File: config.mk
export PLATFORM = sky130hd
export DESIGN_NAME = ex_hazard_ctrl
export DESIGN_NICKNAME = d
export VERILOG_FILES = /design/src/rtl/ex_hazard_ctrl.sv
export SDC_FILE = /design/constraint.sdc
export NUM_CORES = 1
export LEC_CHECK = 0
export CORE_ASPECT_RATIO = 1.4
export CORE_MARGIN = 2
export CORE_UTILIZATION = 49
export DETAILED_ROUTE_END_ITERATION = 8
export PLACE_DENSITY = 0.91
export SYNTH_ARGS = -nofsm -noshare
export SYNTH_HDL_FRONTEND = slang
export SYNTH_SLANG_ARGS = --single-unit
File: constraint.sdc
create_clock -name clk -period 2.3 [get_ports clk]
set_clock_uncertainty 0.2 [all_clocks]
set_input_delay 0.23 -clock clk [delete_from_list [all_inputs] [get_ports clk]]
set_output_delay 0.23 -clock clk [all_outputs]
set_load 0.03 [all_outputs]
File: src/rtl/ex_hazard_ctrl.sv
// rtl/ex_hazard_ctrl.sv - EX-stage hazard controller: forwarding, load-use stalls, redirect flushes, MDU wait
module ex_hazard_ctrl #(
    parameter int LOAD_USE_STALLS = 2,
    parameter int MDU_TIMEOUT     = 64,
    parameter int CNT_W           = 32
) (
    input  logic             clk,
    input  logic             rst_n,
    input  logic [4:0]       rs1_d,
    input  logic [4:0]       rs2_d,
    input  logic [4:0]       rs1_e,
    input  logic [4:0]       rs2_e,
    input  logic [4:0]       rd_e,
    input  logic             load_e,
    input  logic             boj_e,
    input  logic             jalr_e,
    input  logic [4:0]       rd_m,
    input  logic             regsrc_m,
    input  logic [4:0]       rd_w,
    input  logic             regsrc_w,
    input  logic             mdu_req_e,
    input  logic             mdu_done,
    output logic [1:0]       mux1_sel,
    output logic [1:0]       mux2_sel,
    output logic             stall_f,
    output logic             stall_d,
    output logic             stall_e,
    output logic             flush_d,
    output logic             flush_e,
    output logic             flush_m,
    output logic             mdu_go,
    output logic             mdu_err,
    output logic [CNT_W-1:0] cnt_load_stall,
    output logic [CNT_W-1:0] cnt_flush,
    output logic [CNT_W-1:0] cnt_mdu
);

    typedef enum logic [1:0] {S_RUN, S_LOAD_STALL, S_MDU_WAIT} state_t;

    state_t     state, state_nxt;
    logic [2:0] lcnt, lcnt_nxt;
    logic [9:0] timer, timer_nxt;

    logic redirect, load_use, mdu_timeout;
    logic inc_load, inc_flush, inc_mdu, err_set;
    logic sf, sd, se, fd, fe, fm, go;

    // MEM result is younger than WB, so it wins when both target the same register
    always_comb begin
        mux1_sel = 2'b00;
        if (regsrc_m && rd_m != 5'd0 && rd_m == rs1_e)
            mux1_sel = 2'b01;
        else if (regsrc_w && rd_w != 5'd0 && rd_w == rs1_e)
            mux1_sel = 2'b10;
    end

    always_comb begin
        mux2_sel = 2'b00;
        if (regsrc_m && rd_m != 5'd0 && rd_m == rs2_e)
            mux2_sel = 2'b01;
        else if (regsrc_w && rd_w != 5'd0 && rd_w == rs2_e)
            mux2_sel = 2'b10;
    end

    assign redirect    = boj_e | jalr_e;
    assign load_use    = load_e && rd_e != 5'd0 && (rd_e == rs1_d || rd_e == rs2_d);
    assign mdu_timeout = (timer == 10'(MDU_TIMEOUT - 1));

    always_ff @(posedge clk or negedge rst_n) begin
        if (!rst_n) begin
            state <= S_RUN;
            lcnt  <= 3'd0;
            timer <= 10'd0;
        end else begin
            state <= state_nxt;
            lcnt  <= lcnt_nxt;
            timer <= timer_nxt;
        end
    end

    always_comb begin
        state_nxt = state;
        lcnt_nxt  = lcnt;
        timer_nxt = timer;
        case (state)
            S_RUN: begin
                if (redirect) begin
                    state_nxt = S_RUN;
                end else if (mdu_req_e) begin
                    state_nxt = S_MDU_WAIT;
                    timer_nxt = 10'd0;
                end else if (load_use && LOAD_USE_STALLS > 1) begin
                    state_nxt = S_LOAD_STALL;
                    lcnt_nxt  = 3'd1;
                end
            end
            S_LOAD_STALL: begin
                lcnt_nxt = lcnt + 3'd1;
                if (lcnt == 3'(LOAD_USE_STALLS - 1))
                    state_nxt = S_RUN;
            end
            S_MDU_WAIT: begin
                timer_nxt = timer + 10'd1;
                if (mdu_done || mdu_timeout)
                    state_nxt = S_RUN;
            end
            default: state_nxt = S_RUN;
        endcase
    end

    always_comb begin
        sf = 1'b0; sd = 1'b0; se = 1'b0;
        fd = 1'b0; fe = 1'b0; fm = 1'b0;
        go = 1'b0;
        inc_load = 1'b0; inc_flush = 1'b0; inc_mdu = 1'b0; err_set = 1'b0;
        case (state)
            S_RUN: begin
                if (redirect) begin
                    fd = 1'b1; fe = 1'b1;
                    inc_flush = 1'b1;
                end else if (mdu_req_e) begin
                    go = 1'b1;
                    sf = 1'b1; sd = 1'b1; se = 1'b1; fm = 1'b1;
                end else if (load_use) begin
                    sf = 1'b1; sd = 1'b1; fe = 1'b1;
                    inc_load = 1'b1;
                end
            end
            S_LOAD_STALL: begin
                sf = 1'b1; sd = 1'b1; fe = 1'b1;
                inc_load = 1'b1;
            end
            S_MDU_WAIT: begin
                inc_mdu = 1'b1;
                // The release cycle lets EX capture the MDU result, so nothing is held
                if (!(mdu_done || mdu_timeout)) begin
                    sf = 1'b1; sd = 1'b1; se = 1'b1; fm = 1'b1;
                end
                err_set = mdu_timeout && !mdu_done;
            end
            default: ;
        endcase
    end

    assign stall_f = sf & rst_n;
    assign stall_d = sd & rst_n;
    assign stall_e = se & rst_n;
    assign flush_d = fd & rst_n;
    assign flush_e = fe & rst_n;
    assign flush_m = fm & rst_n;
    assign mdu_go  = go & rst_n;

    always_ff @(posedge clk or negedge rst_n) begin
        if (!rst_n) begin
            mdu_err        <= 1'b0;
            cnt_load_stall <= '0;
            cnt_flush      <= '0;
            cnt_mdu        <= '0;
        end else begin
            if (err_set)   mdu_err        <= 1'b1;
            if (inc_load)  cnt_load_stall <= cnt_load_stall + 1'b1;
            if (inc_flush) cnt_flush      <= cnt_flush + 1'b1;
            if (inc_mdu)   cnt_mdu        <= cnt_mdu + 1'b1;
        end
    end

endmodule
==> results.toml <==
[cts]
root_buffer = "clkbuf_16"
cts_htree_levels = 3
numCtsBuffers = 9
clkTransAtPathRegs_ps = 80
worstSkewPairLatency_ps = 350
clkSinkCount = 112
cts_tree = "done"
cts_buffer_depth = 2

[timing]
finalHoldViolCount = 0
setup_viol = 4
finalMaxSlewViolations = 0
finalWorstSetupSlack_ps = -58.99
slew_headroom_pct = 54.14
worstMarginPinSlew_ps = 687.9
fmax_ghz = 0.4239
fin_crit_sh_pct = 102.6
period_needed_ps = 2359
rsz0062_at_grt = "true"

[drt]
drc = 0
avgRoutedWirePerCell_um = 17.42
routed_wl_mm = 15.66
drt-vias-per-instance = 5.469
first_pass_iters = 5
via_count = 4917
ant_nets = 0
drt_iter0_drc = 255

[finish]
final_cell_mix = "123 x clkdlybuf4s50_1, 112 x dfrtp_1, 81 x buf_4"
nNetsFinal = 800
layout.cells.non_filler = 899
synthToLayoutAreaGrowth_pct = 48.13
fillerInstances = 721
drive_gt1_share_pct = 19.34
final_common_cell = "clkdlybuf4s50_1"
diodes = 0

[placement]
place.gp.congestion = 0.8766
io_buffers = 151
dpl.cell_count = 877
hpwl_mm = 11.39

[synthesis]
syn_avg_cell_area_um2 = 10.80
synth_area_mm2 = 0.005594
syn_nets = 568
ys_warn_count = 0
synth_cells = 518
synth-edff-count = 0
async_flop_share_pct = 100.0
synth-seq-cells = 112
yosysSeqAreaShare_pct = 50.10
synthFlopType = "dfrtp_1"
synth.lib_cells_used.distinct = 46

[job]
drv_cap = 0

[setup_path]
rr_worst_depth = 7
cp_num_buf_inv = 2
critPathArrivalTime_ps = 1930
r2r-start = "state[1]"
reg2reg_to = "cnt_load_stall[30]"
crit_path_end_kind = "output pin"
critPathKind = "register to output pin"
cp_top_family = "simple AND/OR/NAND/NOR gates"
max_stage_delay_ps = 550
cp_common_cell = "buf_6"
start_kind = "register"
startpoint = "timer[6]"
cp_cell_sequence = "or4_4, nor2_4, o32ai_4, buf_6, and2_4, buf_6"
crit_required_ps = 1870
reg2reg_slack_ps = 120
cp_slowest_cell = "or4_4"
path_max_fanout = 2

[global_route]
grt_overflow = 0
grt_max_degree = 55
grt_pass1_vias = 4996
antenna_found_initial = 0
grt_pass1_wl_mm = 24.17
grt_use_total_pct = 25.04

[power_and_ir_drop]
p_leak_nw = 3.766
cellPowerDensity_mw_per_mm2 = 664.6
ir_worst_vdd_v = 0.0004784
p_total_mw = 5.507

[floorplan]
start_util_pct = 49.84
fp.dieH_um = 130.4
fp.coreArea_mm2 = 0.01122
rows = 46
die_area_mm2 = 0.01230
die_w_um = 94.31
num_io_pins = 152

[worst_hold_path]
holdCritPathClass = "input port to asynchronous set/reset pin"

[run_status]
violations = "setup timing"
status = "complete, but fails checks"
## how the worst max path moves through the flow
stage / slack (ps) / endpoint / cells after the start
finish: -60 / flush_m / 6
global route: -120 / stall_e / 6
CTS: -130 / flush_m / 6
detailed placement: -610 / stall_f / 7
global placement: -560 / stall_f / 7
floorplan: 5 / mux1_sel[1] / 4
## per-stage QoR
stage | cell area [um2] | utilization, % | TNS (ps) | setup slack (ps) | hold WS (ps)
final | 8287 | 73.84 | -155.1 | -58.99 | 239.8
after global routing | 8287 | 73.84 | -499.9 | -119.6 | 284.6
after CTS | 8139 | 72.52 | -417.5 | -129.0 | 242.3
after detailed placement | 7781 | 69.33 | -13290 | -607.5 | 64.75
after global placement | 7781 | 69.33 | -9474 | -555.1 | 54.84
after floorplan | 5607 | - | 0 | 5.199 | -265.6
## layout make-up
| cell class | instances | area, um2 | area share [%] |
|---|---|---|---|
| Multi-Input combinational cell | 386 | 2853 | 34.43 |
| Sequential cell | 112 | 2803 | 33.82 |
| Timing Repair Buffer | 229 | 2101 | 25.35 |
| Clock buffer | 9 | 225.2 | 2.718 |
| Tap cell | 144 | 180.2 | 2.174 |
| Clock inverter | 7 | 80.08 | 0.9663 |
| Inverter | 12 | 45.04 | 0.5436 |
## repair_timing
| action | 4_1_cts | 5_1_grt |
|---|---|---|
| resized for setup | 40 | 24 |
| pin swaps | 10 | 11 |
| gates cloned | 0 | 0 |
| setup endpoints to repair | 10 | 33 |
| setup buffers | 3 | 2 |
| endpoints found under the hold margin | 58 | 0 |
| hold buffers | 1 | 0 |
## where the power goes
| part | switching, mW | internal (mW) | leakage [nW] | total, mW |
|---|---|---|---|---|
| Clock | 0.743 | 0.859 | 0.148 | 1.60 |
| Combinational | 0.803 | 0.691 | 2.13 | 1.49 |
| Sequential | 0.244 | 2.17 | 1.49 | 2.41 |
## kinds of logic after synthesis
| group | synth area share (%) |
|---|---|
| simple gates | 22.66 |
| compound gates | 3.310 |
| flops | 50.10 |
| buf+inv | 1.655 |
| mux | 0.5815 |
| xor+xnor | 20.35 |
| fa+ha+maj | 1.342 |
## metal layers
metal / track usage (%) / share of wire, % / wire [um]
met3: 3.956 / 4.4 / 683
met1: 28.45 / 37 / 5766
met2: 45.76 / 55 / 8623
met5: 0 / 0 / 0
met4: 11.85 / 3.8 / 590
## synthesized netlist by cell type (3+ instances only)
| cell | number | share of area, % |
|---|---|---|
| or4_1 | 6 | 0.81 |
| ha_1 | 6 | 1.3 |
| nor2_1 | 33 | 2.2 |
| nor3b_2 | 3 | 0.67 |
| nand2b_1 | 3 | 0.34 |
| a21oi_1 | 3 | 0.27 |
| nor4_1 | 12 | 1.3 |
| buf_4 | 4 | 0.54 |
| and3_1 | 16 | 1.8 |
| or3_1 | 5 | 0.56 |
| and2_1 | 5 | 0.56 |
| inv_1 | 12 | 0.81 |
| dfrtp_1 | 112 | 50 |
| nand2_1 | 44 | 3.0 |
| nand4_1 | 17 | 1.9 |
| o21ai_0 | 5 | 0.45 |
| nand3_1 | 41 | 3.7 |
| nor3_1 | 17 | 1.5 |
| xnor2_1 | 77 | 12 |
| xor2_1 | 53 | 8.3 |
| and4_1 | 6 | 0.94 |
## flip-flops by register name, indices dropped and copies added (netlist names)
register,flops
lcnt,3
cnt_mdu,32
cnt_flush,32
timer,10
cnt_load_stall,32
mdu_err,1
state,2
## tightest hold or removal path: stages
cell,delay (ps)
dlygate4sd3_1,520
buf_4,130
buf_4,290
Power figures use the tool's default switching activity.
